[config.mk]
export PLATFORM = sky130hd
export DESIGN_NAME = hazard_scoreboard
export DESIGN_NICKNAME = d
export VERILOG_FILES = /design/src/rtl/hazard_scoreboard.sv
export SDC_FILE = /design/constraint.sdc
export NUM_CORES = 1
export LEC_CHECK = 0
export BUFFER_PORTS_ARGS = -buffer_cell sky130_fd_sc_hd__buf_2
export CAP_MARGIN = 20
export CELL_PAD_IN_SITES_DETAIL_PLACEMENT = 1
export CELL_PAD_IN_SITES_GLOBAL_PLACEMENT = 2
export CORE_MARGIN = 10
export CORE_UTILIZATION = 26
export CTS_CLUSTER_DIAMETER = 80
export DETAILED_ROUTE_END_ITERATION = 8
export GPL_TIMING_DRIVEN = 1
export PLACE_DENSITY = 0.93
export REMOVE_ABC_BUFFERS = 1
export SETUP_SLACK_MARGIN = 0.1
export SLEW_MARGIN = 10
export SYNTH_ARGS = -nofsm -noshare
export SYNTH_HDL_FRONTEND = slang
export SYNTH_SLANG_ARGS = --single-unit
[constraint.sdc]
create_clock -name clk -period 4.5 [get_ports clk]
set_clock_uncertainty 0.1 [all_clocks]
set_input_delay 0.45 -clock clk [delete_from_list [all_inputs] [get_ports clk]]
set_output_delay 0.45 -clock clk [all_outputs]
set_load 0.02 [all_outputs]
[src/rtl/hazard_scoreboard.sv]
// hazard_scoreboard: stall unit for the MIPS ID stage.
// It combines the pipeline RAW, load-use and branch checks with a one-entry
// scoreboard for the non-pipelined long-latency (mul/div) unit.
// Optional macro HAZARD_STATS_EN enables a saturating stall counter.
// When the macro is undefined, stall_count is tied to zero.
module hazard_scoreboard #(
    parameter int REG_ADDR_W = 5,
    parameter int MAX_LAT    = 32,
    parameter int LAT_W      = 6,
    parameter int STAT_W     = 16
) (
    input  logic                  clk,
    input  logic                  rst,
    input  logic                  forward_EN,
    input  logic                  id_valid,
    input  logic                  flush,
    input  logic [REG_ADDR_W-1:0] src1_ID,
    input  logic [REG_ADDR_W-1:0] src2_ID,
    input  logic                  src2_valid_ID,
    input  logic                  branch_ID,
    input  logic [REG_ADDR_W-1:0] dest_ID,
    input  logic                  WB_EN_ID,
    input  logic                  long_ID,
    input  logic [LAT_W-1:0]      lat_ID,
    input  logic [REG_ADDR_W-1:0] dest_EXE,
    input  logic                  WB_EN_EXE,
    input  logic                  MEM_R_EN_EXE,
    input  logic [REG_ADDR_W-1:0] dest_MEM,
    input  logic                  WB_EN_MEM,
    output logic                  hazard_detected,
    output logic                  long_busy,
    output logic                  long_done,
    output logic [REG_ADDR_W-1:0] long_dest,
    output logic [STAT_W-1:0]     stall_count
);

    typedef enum logic {IDLE, BUSY} state_t;

    state_t                state, state_next;
    logic [LAT_W-1:0]      cnt, cnt_next;
    logic [REG_ADDR_W-1:0] dest_q, dest_next;
    logic [LAT_W-1:0]      eff_lat;
    logic                  match_exe, match_mem, match_long;
    logic                  raw_exe, raw_mem, pipe_hz;
    logic                  sb_raw, sb_waw, sb_struct;
    logic                  issue;

    // A source matches a destination only if it is read and is not $zero
    function automatic logic src_match(
        input logic [REG_ADDR_W-1:0] d,
        input logic [REG_ADDR_W-1:0] s1,
        input logic [REG_ADDR_W-1:0] s2,
        input logic                  s2_valid
    );
        return (d != '0) && ((s1 == d) || (s2_valid && (s2 == d)));
    endfunction

    assign match_exe  = src_match(dest_EXE, src1_ID, src2_ID, src2_valid_ID);
    assign match_mem  = src_match(dest_MEM, src1_ID, src2_ID, src2_valid_ID);
    assign match_long = src_match(dest_q,   src1_ID, src2_ID, src2_valid_ID);

    assign raw_exe = WB_EN_EXE && match_exe;
    assign raw_mem = WB_EN_MEM && match_mem;

    // With forwarding only branches (resolved in ID) and load-use need to stall
    always_comb begin
        if (forward_EN)
            pipe_hz = (branch_ID && (raw_exe || raw_mem)) || (MEM_R_EN_EXE && raw_exe);
        else
            pipe_hz = raw_exe || raw_mem;
    end

    assign long_busy = (state == BUSY);
    assign long_dest = dest_q;

    assign sb_raw    = long_busy && match_long;
    assign sb_waw    = long_busy && WB_EN_ID && (dest_ID == dest_q) && (dest_ID != '0);
    assign sb_struct = long_busy && long_ID;

    assign hazard_detected = id_valid && !flush && (pipe_hz || sb_raw || sb_waw || sb_struct);
    assign issue           = id_valid && !flush && !hazard_detected && long_ID;

    // Zero latency behaves as one cycle; oversized requests clamp to the unit maximum
    always_comb begin
        eff_lat = lat_ID;
        if (lat_ID == '0)
            eff_lat = LAT_W'(1);
        else if (lat_ID > LAT_W'(MAX_LAT))
            eff_lat = LAT_W'(MAX_LAT);
    end

    // Scoreboard state register; reset drops any pending long op
    always_ff @(posedge clk) begin
        if (rst) begin
            state  <= IDLE;
            cnt    <= '0;
            dest_q <= '0;
        end else begin
            state  <= state_next;
            cnt    <= cnt_next;
            dest_q <= dest_next;
        end
    end

    // Scoreboard next state; cnt holds the busy cycles left after the current one
    always_comb begin
        state_next = state;
        cnt_next   = cnt;
        dest_next  = dest_q;
        long_done  = 1'b0;
        case (state)
            IDLE: begin
                if (issue) begin
                    state_next = BUSY;
                    dest_next  = dest_ID;
                    cnt_next   = eff_lat - LAT_W'(1);
                end
            end
            BUSY: begin
                if (cnt == '0) begin
                    long_done  = 1'b1;
                    state_next = IDLE;
                end else begin
                    cnt_next = cnt - LAT_W'(1);
                end
            end
            default: state_next = IDLE;
        endcase
    end

`ifdef HAZARD_STATS_EN
    logic [STAT_W-1:0] stat_q;

    // Count stalled cycles, holding at all-ones instead of wrapping
    always_ff @(posedge clk) begin
        if (rst)
            stat_q <= '0;
        else if (hazard_detected && (stat_q != '1))
            stat_q <= stat_q + STAT_W'(1);
    end

    assign stall_count = stat_q;
`else
    assign stall_count = '0;
`endif

endmodule

# Yosys cells after proc, flatten, opt, wreduce, memory -nomap -nowiden
# Cells that the tools add are included.
[op_classes] n_addsub=2 magnitude_cmp=1 n_eq_ne=9 n_bitwise=1 muxes=11 reduce_logical=37
[op_table] cell="== test 5 bit" n=7
[op_table] cell="two-way mux 6 bit" n=4
[op_table] cell="nonzero test 5 bit" n=4
[op_table] cell="logical AND 1 bit" n=19
[op_table] cell="zero test 6 bit" n=2
[op_table] cell="case mux 6 bit (2 select lines)" n=1
[op_table] cell="subtractor 6 x 1 -> 6 bit, second input constant" n=2
[op_table] cell="logical OR 1 bit" n=8
[op_table] cell="> comparator 6 bit, second input constant" n=1
[op_table] cell="two-way mux 1 bit" n=5
[op_table] cell="inequality test 2 bit, second input constant" n=2
[op_table] cell="AND reduction 2 bit" n=2
[op_table] cell="zero test 1 bit" n=2
[op_table] cell="case mux 1 bit (2 select lines)" n=1
[op_table] cell="NOT 1 bit" n=1
[totals] regBits=12 elab_cells=64 inputBits=43

# Longest topological paths before layout
# Gate-level depths: netlist of the first run.
[logic_depth] depth_word=18 ltp_mapped=8 ltp_nobuf=8

# Least setup slack after synthesis of the first run
# No wires, ideal clock.
[synth_timing] kind="in2out" start="input port dest_EXE[2]" end="output port hazard_detected" path_buffers=0 slack_ps=2147 required_ps=3950 stages=6 t_arrival_ps=1803 cell_sequence="xor2_1 > nor4_1 > a32oi_1 > o21ai_0 > nor2_1 > a21oi_1"
[synth_via] elab_chain_len=13 elab_cells_between_ends=16 classes_between="2 x eq/ne; 1 x mux; 13 x reduce/logical"
[synth_lines] item="start, declared" line="25" rtl="input logic [REG_ADDR_W-1:0] dest_EXE,"
[synth_lines] item="== test 5 bit" line="55" rtl="return (d != '0) && ((s1 == d) || (s2_valid && (s2 == d)));"
[synth_lines] item="logical AND 1 bit" line="55"
[synth_lines] item="logical OR 1 bit" line="55"
[synth_lines] item="logical AND 1 bit (*)" line="55"
[synth_lines] item="logical AND 1 bit (*)" line="62" rtl="assign raw_exe = WB_EN_EXE && match_exe;"
[synth_lines] item="logical OR 1 bit" line="68, 70"
[synth_lines] item="logical AND 1 bit" line="68" rtl="pipe_hz = (branch_ID && (raw_exe || raw_mem)) || (MEM_R_EN_EXE && raw_exe);"
[synth_lines] item="logical OR 1 bit" line="68"
[synth_lines] item="two-way mux 1 bit (*)" line="67" rtl="if (forward_EN)"
[synth_lines] item="logical OR 1 bit (*) (3 in a row)" line="80" rtl="assign hazard_detected = id_valid && !flush && (pipe_hz || sb_raw || sb_waw || sb_struct);"
[synth_lines] item="logical AND 1 bit (*)" line="80"
[synth_lines] item="end, declared" line="30" rtl="output logic hazard_detected,"
# Mark *: on every way between the ends. The rest lies on a longest branch, timed or not.

# Worst setup path in the final report of the first run
[layout_timing] start="register state, in the netlist long_busy" end="output port hazard_detected"
[layout_via] elab_chain_len=6 elab_cells_between_ends=9 classes_between="9 x reduce/logical"
[layout_lines] item="start, declared" line="39" rtl="state_t state, state_next;"
[layout_lines] item="start signal, assigned" line="99" rtl="state <= state_next;"
[layout_lines] item="logical AND 1 bit (3 in a row)" line="77" rtl="assign sb_waw = long_busy && WB_EN_ID && (dest_ID == dest_q) && (dest_ID != '0);"
[layout_lines] item="logical OR 1 bit" line="80"
[layout_lines] item="logical OR 1 bit (*)" line="80"
[layout_lines] item="logical AND 1 bit (*)" line="80"
# Marked as above.

==> flow_metrics.env, run 1 <==
export IMPL_dp_slack_ps=1850
export IMPL_num_antenna_cells=0
export IMPL_post_route_drc_count=0
export IMPL_outcome="complete, no violations"
export IMPL_fmaxAchievable_mhz=369
export IMPL_fin_cells=275
export IMPL_p_total_uw=365
export IMPL_setup_tns_final_ps=0
export IMPL_grt_busiest_layer="met2"
export IMPL_path_class="flop to output pin"
export IMPL_endpoint_kind="output pin"
export IMPL_cp_max_fo=14
export IMPL_numCtsBuffers=3
export IMPL_die_area_mm2=0.00816
export IMPL_holdPathEnd="long_dest[0]"
export IMPL_yosysSeqAreaShare=0.187
export IMPL_rr_worst_depth=5
export IMPL_synth_area_mm2=0.00129
export IMPL_relSlewSlack=0.624
export IMPL_final_min_clock_period_ps=2710
export IMPL_switchingPower_uw=123
export IMPL_swShare=0.337
export IMPL_maxCapViolCount=0
export IMPL_drt_iter0_drc=22
export IMPL_grtUsageMet3=0.0274
export IMPL_internal_power_uw=242
export IMPL_cts_tree="built"
export IMPL_grt_ovfl_total=0
export IMPL_cts_path_max_buffers=2
export IMPL_die_w_um=90.3
export IMPL_ys_ff_latch=12
export IMPL_hold_depth=3
export IMPL_p_leak_nw=0.715
export IMPL_die_y_um=90.3
export IMPL_synthTopCellsByCount="xor2_1, buf_4, nor2_1"
export IMPL_p_seq_frac=0.333
export IMPL_yosysTopAreaCell="dfxtp_1"
export IMPL_drt_wl_total_um=4270
export IMPL_wl_per_cell_um=15.5
export IMPL_fillCellCount=631
export IMPL_multi_input_area_um2=952
export IMPL_tightest_slew_ps=558
export IMPL_ys_async_sr_fraction=0
export IMPL_cts_root_buf="clkbuf_8"
export IMPL_use_met1=0.133
export IMPL_met2_usage=0.167
export IMPL_vias_per_cell=4.59
export IMPL_num_rows=25
export IMPL_ir_drop_uv=160
export IMPL_drive_gt1_frac=0.313
export IMPL_r2r_start="long_busy"
export IMPL_grt_pass1_vias=1424
export IMPL_drt_first_pass_iters=4
export IMPL_avgSynthCellArea_um2=8.14
export IMPL_yosys_warnings=0
export IMPL_nets=253
export IMPL_grt_max_degree=19
export IMPL_min_from="dest_ID[0]"
export IMPL_synth_most_common_cell="xor2_1"
export IMPL_setup_viol=0
export IMPL_dpl_hpwl_um=3650
export IMPL_synth_top_area_share=0.187
export IMPL_antenna_found_initial=0
export IMPL_htree_levels=1
export IMPL_clock_sinks=12
export IMPL_grt_pass1_wl_um=7170
export IMPL_post_cts_buffers=0
export IMPL_io_pin_count=67
export IMPL_seqCellArea_um2=240
export IMPL_area_growth_pct=23.2
export IMPL_final_util=0.333
export IMPL_synthFlopType="dfxtp_1"
export IMPL_clkPwrFrac=0.333
export IMPL_cts_clk_slew_worst_paths_ps=50
export IMPL_synthCells=158
export IMPL_ant_nets=0
export IMPL_min_path_type="input port to flop"
export IMPL_p_comb_frac=0.333
export IMPL_place_inst=271
export IMPL_ys_types=34
export IMPL_finalWorstSetupSlack_ps=1790
export IMPL_place_congestion=0.777
export IMPL_required_ps=3950
export IMPL_rsz0062_at_grt="false"
export IMPL_num_vias=1261
export IMPL_clk_latency_ps=250
export IMPL_ctsResizeCount=0
export IMPL_synth_edf_count=0
export IMPL_synth_area_leaders="dfxtp_1, xor2_1, buf_4"
export IMPL_power_density_mw_per_mm2=230
export IMPL_hold_violations=0
export IMPL_core_area_mm2=0.00475
export IMPL_hold_slack_ps=385
export IMPL_r2r_slack_ps=2210
export IMPL_place_area_mm2=0.00153
export IMPL_grt_usage=0.106
export IMPL_start_util=0.271
export IMPL_setup_worst_path_start_class="flop"
export IMPL_io_buffers=50
export IMPL_r2r_end="cnt[2]"
export IMPL_maxSlewViolCount=0
export IMPL_postCtsHoldBufs=0
export IMPL_worstPathArrival_ps=2160
export IMPL_min_period_over_period=0.602
export IMPL_fin_area_mm2=0.00159
[cell usage in the layout, fill, tap and decap left out]
cell       Yosys  routed
nand3_1        9       9
nor3_1         3       3
nor4_1         5       5
clkbuf_8       0       4
a21oi_1        9       9
and3_1         1       1
xor2_1        26      26
nand2b_1       4       4
conb_1         1      16
o21ai_0       10      10
buf_2          0      50
mux2_2         4       4
inv_1          1       1
nand4_1        2       2
o2bb2ai_1      1       1
a22oi_4        1       1
mux2i_1        1       1
and2_1         1       1
or3_1          1       1
a32oi_1        2       2
o21a_4         2       2
o221ai_1       1       1
xnor2_1       12      12
a22oi_1        3       3
dfxtp_1       12      12
or4_1          3       3
nor3b_1        2       2
o211ai_1       1       1
ha_1           1       1
nand2_1        3       3
and2b_2        4       4
nor2_1        13      13
[cell families (layout without fill, tap and decap cells)]
family | Yosys count | count (layout) | synth area share
buf+inv | 20 | 55 | 0.117
other cells | 1 | 16 | 0.00292
simple gates | 51 | 51 | 0.218
xor+xnor | 38 | 38 | 0.259
flops | 12 | 12 | 0.187
compound gates | 30 | 30 | 0.164
fa+ha+maj | 1 | 1 | 0.00973
mux | 5 | 5 | 0.0428
[worst max-delay path, stage by stage, from the launching register on]
cell,delay [ps]
dfxtp_1,640
nand3_1,170
or3_1,430
o21ai_0,250
nor2_1,90
a21oi_1,150
buf_2,180
[power by group through the flow]
stage | combinational (mW) | sequential [mW] | clock (mW)
CTS | 0.123 | 0.122 | 0.126
floorplan | 0.0741 | 0.124 | 0
global placement | 0.119 | 0.124 | 0
finish | 0.122 | 0.122 | 0.122
global route | 0.138 | 0.123 | 0.132
detailed placement | 0.122 | 0.124 | 0
[flip-flops by register name (all words and copies together), names as in the netlist]
name       flops
cnt            6
long_dest      5
long_busy      1
[cell type report]
type | count | area share
Multi-Input combinational cell | 141 | 0.601
Timing Repair Buffer | 50 | 0.158
Tap cell | 67 | 0.0529
Inverter | 1 | 0.00237
Sequential cell | 12 | 0.152
Clock buffer | 4 | 0.0347
[how the worst max path moves through the flow]
stage	depth (start not counted)	end	slack, ps	startpoint
2_1_floorplan	6	hazard_detected	2150	dest_EXE[2]
3_3_place_gp	8	hazard_detected	1920	dest_EXE[2]
5_1_grt	6	hazard_detected	1540	long_busy
3_5_place_dp	8	hazard_detected	1850	dest_EXE[2]
6_report	6	hazard_detected	1790	long_busy
4_1_cts	6	hazard_detected	1750	long_busy
[routing by layer]
| layer | vias to the layer above | share of wire | wire length [µm] |
|---|---|---|---|
| met5 | - | 0 | 0 |
| li1 | 623 | - | - |
| met2 | 47 | 0.46 | 1970 |
| met4 | 0 | 0.017 | 73 |
| met1 | 587 | 0.46 | 1960 |
| met3 | 4 | 0.063 | 267 |
No activity file was read; power rests on OpenSTA's default activity.
==> inputs of run 2 (changes only) <==
Settings changed: CORE_UTILIZATION 26 to 24, PLACE_DENSITY 0.93 to 0.88.
Clock period 4.5 ns to 2.59 ns, I/O delays scaled along.
==> flow_metrics.env, run 2 (synthesis results as in run 1) <==
export IMPL_most_common_layout_cells="buf_2, xor2_1, conb_1"
export IMPL_die_y_um=93.2
export IMPL_worstPathArrival_ps=1950
export IMPL_fmaxAchievable_mhz=432
export IMPL_path_class="flop to output pin"
export IMPL_final_min_clock_period_ps=2310
export IMPL_outcome="complete, no violations"
export IMPL_place_congestion=0.781
export IMPL_vias_per_cell=4.50
export IMPL_num_vias=1255
export IMPL_dpl_hpwl_um=3600
export IMPL_num_rows=26
export IMPL_numCtsBuffers=3
export IMPL_die_w_um=93.2
export IMPL_hold_violations=0
export IMPL_cp_top_family="simple AND/OR/NAND/NOR gates"
export IMPL_cp_slowest_cell="dfxtp_1"
export IMPL_cts_path_max_buffers=2
export IMPL_clk_latency_ps=250
export IMPL_drive_gt1_frac=0.325
export IMPL_clock_sinks=12
export IMPL_p_leak_nw=0.723
export IMPL_io_pin_count=67
export IMPL_cp_max_fo=6
export IMPL_grt_pass1_wl_um=6740
export IMPL_top_register="cnt"
export IMPL_wl_per_cell_um=15.0
export IMPL_num_antenna_cells=0
export IMPL_cts_clk_slew_worst_paths_ps=50
export IMPL_area_growth_pct=24.5
export IMPL_post_route_drc_count=0
export IMPL_cts_root_buf="clkbuf_8"
export IMPL_grt_pass1_vias=1380
export IMPL_min_path_type="input port to flop"
export IMPL_drt_first_pass_iters=4
export IMPL_io_buffers=50
export IMPL_core_area_mm2=0.00514
export IMPL_largest_reg_flops=6
export IMPL_fin_area_mm2=0.00160
export IMPL_place_inst=275
export IMPL_cpPeakStageDelay_ps=460
export IMPL_endpoint_kind="output pin"
export IMPL_crit_buf_inv=1
export IMPL_power_density_mw_per_mm2=399
export IMPL_antenna_found_initial=0
export IMPL_fillCellCount=672
export IMPL_crit_chain="xnor2_1 > nand3_1 > or3_1 > o21ai_2 > nor2_1 > a21oi_1 > buf_2"
export IMPL_setup_viol=0
export IMPL_ant_nets=0
export IMPL_nets=254
export IMPL_postCtsHoldBufs=0
export IMPL_place_area_mm2=0.00154
export IMPL_hold_slack_ps=186
export IMPL_htree_levels=1
export IMPL_grt_usage=0.0944
export IMPL_setup_tns_final_ps=0
export IMPL_grt_ovfl_total=0
export IMPL_die_area_mm2=0.00869
export IMPL_start_util=0.250
export IMPL_grt_max_degree=19
export IMPL_maxSlewViolCount=0
export IMPL_required_ps=2230
export IMPL_min_period_over_period=0.893
export IMPL_ir_drop_uv=197
export IMPL_cts_tree="built"
export IMPL_final_util=0.312
export IMPL_fin_cells=279
export IMPL_rsz0062_at_grt="false"
export IMPL_maxCapViolCount=0
export IMPL_drt_iter0_drc=22
export IMPL_drt_wl_total_um=4190
export IMPL_mostFrequentLayoutCell="buf_2"
export IMPL_setup_worst_path_start_class="flop"
## run 2: changes by cell type in the layout (fill, tap and decap cells not counted), sizes merged
cell / change
buf: +1
## run 2: per-layer routing
layer / GRT usage / share of wire / vias to the layer above
met5: 0 / 0 / -
met4: 0.0270 / 0.011 / 0
met3: 0.0320 / 0.069 / 5
met2: 0.161 / 0.47 / 45
met1: 0.109 / 0.45 / 577
li1: - / - / 628
## run 2: worst reg2reg max path, delay by kind of cell (launching register included)
kind | cells | cell delay [ps]
xor+xnor | 1 | 150
mux | 1 | 370
simple gates | 2 | 530
flops | 1 | 460
compound gates | 2 | 470
## run 2: power breakdown
group	switching (mW)	leakage, nW	internal [mW]
sequential	0.0134	0.0983	0.197
clock	0.0781	0.0288	0.135
combinational	0.125	0.596	0.0904
total	0.217	0.723	0.422
## run 2: final timing paths
kind,from,endpoint,slack (ps),cells after the start
worst min-delay path,dest_ID[4],long_dest[4],190,3
worst min register to register,cnt[0],cnt[0],400,2
worst max register to register,long_dest[0],cnt[3],400,6
worst max-delay path,long_dest[0],hazard_detected,280,7
## run 2: layout make-up
type                    count  area [µm²]  area share
clock buffers               4        55.1      0.0344
inverters                   1        3.75     0.00234
multi-input cells         141         956       0.597
flip-flops and latches     12         241       0.151
well taps                  70        87.6      0.0547
repair buffers             51         258       0.161
## run 2: through the flow
stage	power [mW]	worst slack, ps
2_1_floorplan	0.344	468
3_3_place_gp	0.425	387
3_5_place_dp	0.427	295
4_1_cts	0.645	153
5_1_grt	0.680	112
6_report	0.639	277
## run 2: what timing repair did
item | CTS | global route
resized for setup | 1 | 2
setup endpoints to repair | 1 | 1
buffers inserted | 0 | 0
==> inputs of run 3 (changes only) <==
Settings changed: ABC_AREA set to 1, CORE_UTILIZATION 24 to 22, PLACE_DENSITY 0.88 to 0.87.
==> flow_metrics.env, run 3 <==
export IMPL_outcome="complete, no violations"
export IMPL_hold_violations=0
export IMPL_maxCapViolCount=0
export IMPL_crit_chain="nand2_1 > a211oi_1 > nand3_1 > o2111ai_1 > nand2_1 > inv_1 > buf_2"
export IMPL_drt_iter0_drc=34
export IMPL_synth_most_common_cell="nand2_1"
export IMPL_top_register="cnt"
export IMPL_fillCellCount=928
export IMPL_postCtsHoldBufs=0
export IMPL_io_pin_count=67
export IMPL_num_antenna_cells=0
export IMPL_vias_per_cell=4.37
export IMPL_p_total_uw=679
export IMPL_antenna_found_initial=0
export IMPL_ys_async_sr_fraction=0
export IMPL_cts_tree="built"
export IMPL_p_leak_nw=1.07
export IMPL_post_cts_buffers=0
export IMPL_power_density_mw_per_mm2=372
export IMPL_grt_ovfl_total=0
export IMPL_drt_wl_total_um=5250
export IMPL_path_class="flop to output pin"
export IMPL_min_path_type="input port to flop"
export IMPL_avgSynthCellArea_um2=5.62
export IMPL_required_ps=2230
export IMPL_seqCellArea_um2=240
export IMPL_largest_reg_flops=6
export IMPL_area_growth_pct=19.7
export IMPL_cpPeakStageDelay_ps=540
export IMPL_grt_max_degree=14
export IMPL_worstPathArrival_ps=1720
export IMPL_min_period_over_period=0.802
export IMPL_wl_per_cell_um=13.1
export IMPL_core_area_mm2=0.00676
export IMPL_yosysSeqAreaShare=0.158
export IMPL_synth_area_leaders="nand2_1, dfxtp_1, nor2_1"
export IMPL_start_util=0.225
export IMPL_maxSlewViolCount=0
export IMPL_grt_pass1_wl_um=8360
export IMPL_cts_path_max_buffers=2
export IMPL_grt_pass1_vias=1776
export IMPL_setup_worst_path_start_class="flop"
export IMPL_cp_max_fo=9
export IMPL_num_vias=1751
export IMPL_rsz0062_at_grt="false"
export IMPL_io_buffers=50
export IMPL_die_w_um=103
export IMPL_grt_usage=0.0981
export IMPL_final_min_clock_period_ps=2080
export IMPL_die_area_mm2=0.0106
export IMPL_mostFrequentLayoutCell="nand2_1"
export IMPL_place_congestion=0.888
export IMPL_synth_area_mm2=0.00152
export IMPL_cts_root_buf="clkbuf_8"
export IMPL_drive_gt1_frac=0.280
export IMPL_ys_types=34
export IMPL_clock_sinks=12
export IMPL_numCtsBuffers=3
export IMPL_ant_nets=0
export IMPL_setup_viol=0
export IMPL_most_common_layout_cells="nand2_1, buf_2, nor2_1"
export IMPL_synthCells=271
export IMPL_ctsResizeCount=0
export IMPL_yosysTopAreaCell="nand2_1"
export IMPL_clk_latency_ps=250
export IMPL_ir_drop_uv=225
export IMPL_drt_first_pass_iters=4
export IMPL_num_rows=30
export IMPL_cts_clk_slew_worst_paths_ps=60
export IMPL_synth_edf_count=0
export IMPL_synth_top_area_share=0.224
export IMPL_synthTopCellsByCount="nand2_1, nor2_1, inv_1"
export IMPL_post_route_drc_count=0
export IMPL_fmaxAchievable_mhz=481
export IMPL_setup_tns_final_ps=0
export IMPL_ys_ff_latch=12
export IMPL_endpoint_kind="output pin"
export IMPL_cp_slowest_cell="dfxtp_1"
export IMPL_yosys_warnings=0
export IMPL_path_common_cell="nand2_1"
export IMPL_nets=367
export IMPL_die_y_um=103
export IMPL_dpl_hpwl_um=4650
export IMPL_htree_levels=1
export IMPL_multi_input_area_mm2=0.00102
export IMPL_synthFlopType="dfxtp_1"
-- run 3: layout make-up --
cell class                      count  share of cell area
Multi-Input combinational cell    211               0.561
Timing Repair Buffer               50               0.137
Inverter                           45              0.0927
Clock buffer                        3              0.0226
Sequential cell                    12               0.132
Tap cell                           80              0.0549
-- run 3: power breakdown --
group	total, mW	switching [mW]	leakage [nW]	internal (mW)
logic	0.279	0.178	0.947	0.102
registers	0.218	0.0171	0.0984	0.200
clock network	0.182	0.0788	0.0216	0.103
-- run 3: worst paths after layout --
path	end	cells past startpoint	slack, ps	start
setup / recovery	hazard_detected	7	510	long_busy
hold / removal	cnt[5]	2	110	rst
setup reg to reg	cnt[4]	9	610	long_busy
hold reg to reg	cnt[2]	2	410	cnt[2]
-- run 3: per-layer routing --
layer	global-route usage	vias up	share of wire
met4	0.0246	0	0.011
met5	0	-	0
met1	0.115	789	0.45
met3	0.0279	8	0.083
li1	-	904	-
met2	0.172	50	0.46
-- run 3: per-stage QoR --
| stage | cells | hold WS, ps | utilization | setup slack (ps) | instance area [µm²] |
|---|---|---|---|---|---|
| 2_1_floorplan | 268 | 221 | - | 649 | 1430 |
| 3_3_place_gp | 398 | 361 | 0.264 | 705 | 1780 |
| 3_5_place_dp | 398 | 365 | 0.264 | 610 | 1780 |
| 4_1_cts | 401 | 108 | 0.270 | 473 | 1820 |
| 5_1_grt | 401 | 118 | 0.270 | 379 | 1820 |
| 6_report | 401 | 109 | 0.270 | 513 | 1820 |
-- run 3: logic make-up after synthesis --
logic type,after synthesis,synth area share
other,1,0.00246
adders and majority gates,1,0.00822
DFF,12,0.158
AOI/OAI and AO/OA,19,0.0838
xor gates and xnor gates,8,0.0460
and+or+nand+nor,167,0.494
buffers and inverters,63,0.208
-- run 3: critical path, delay by kind of cell (launching register included) --
kind                   cells  cell delay [ps]
DFF                        1              540
AOI/OAI and AO/OA          2              380
and+or+nand+nor            3              340
buffers and inverters      2              200
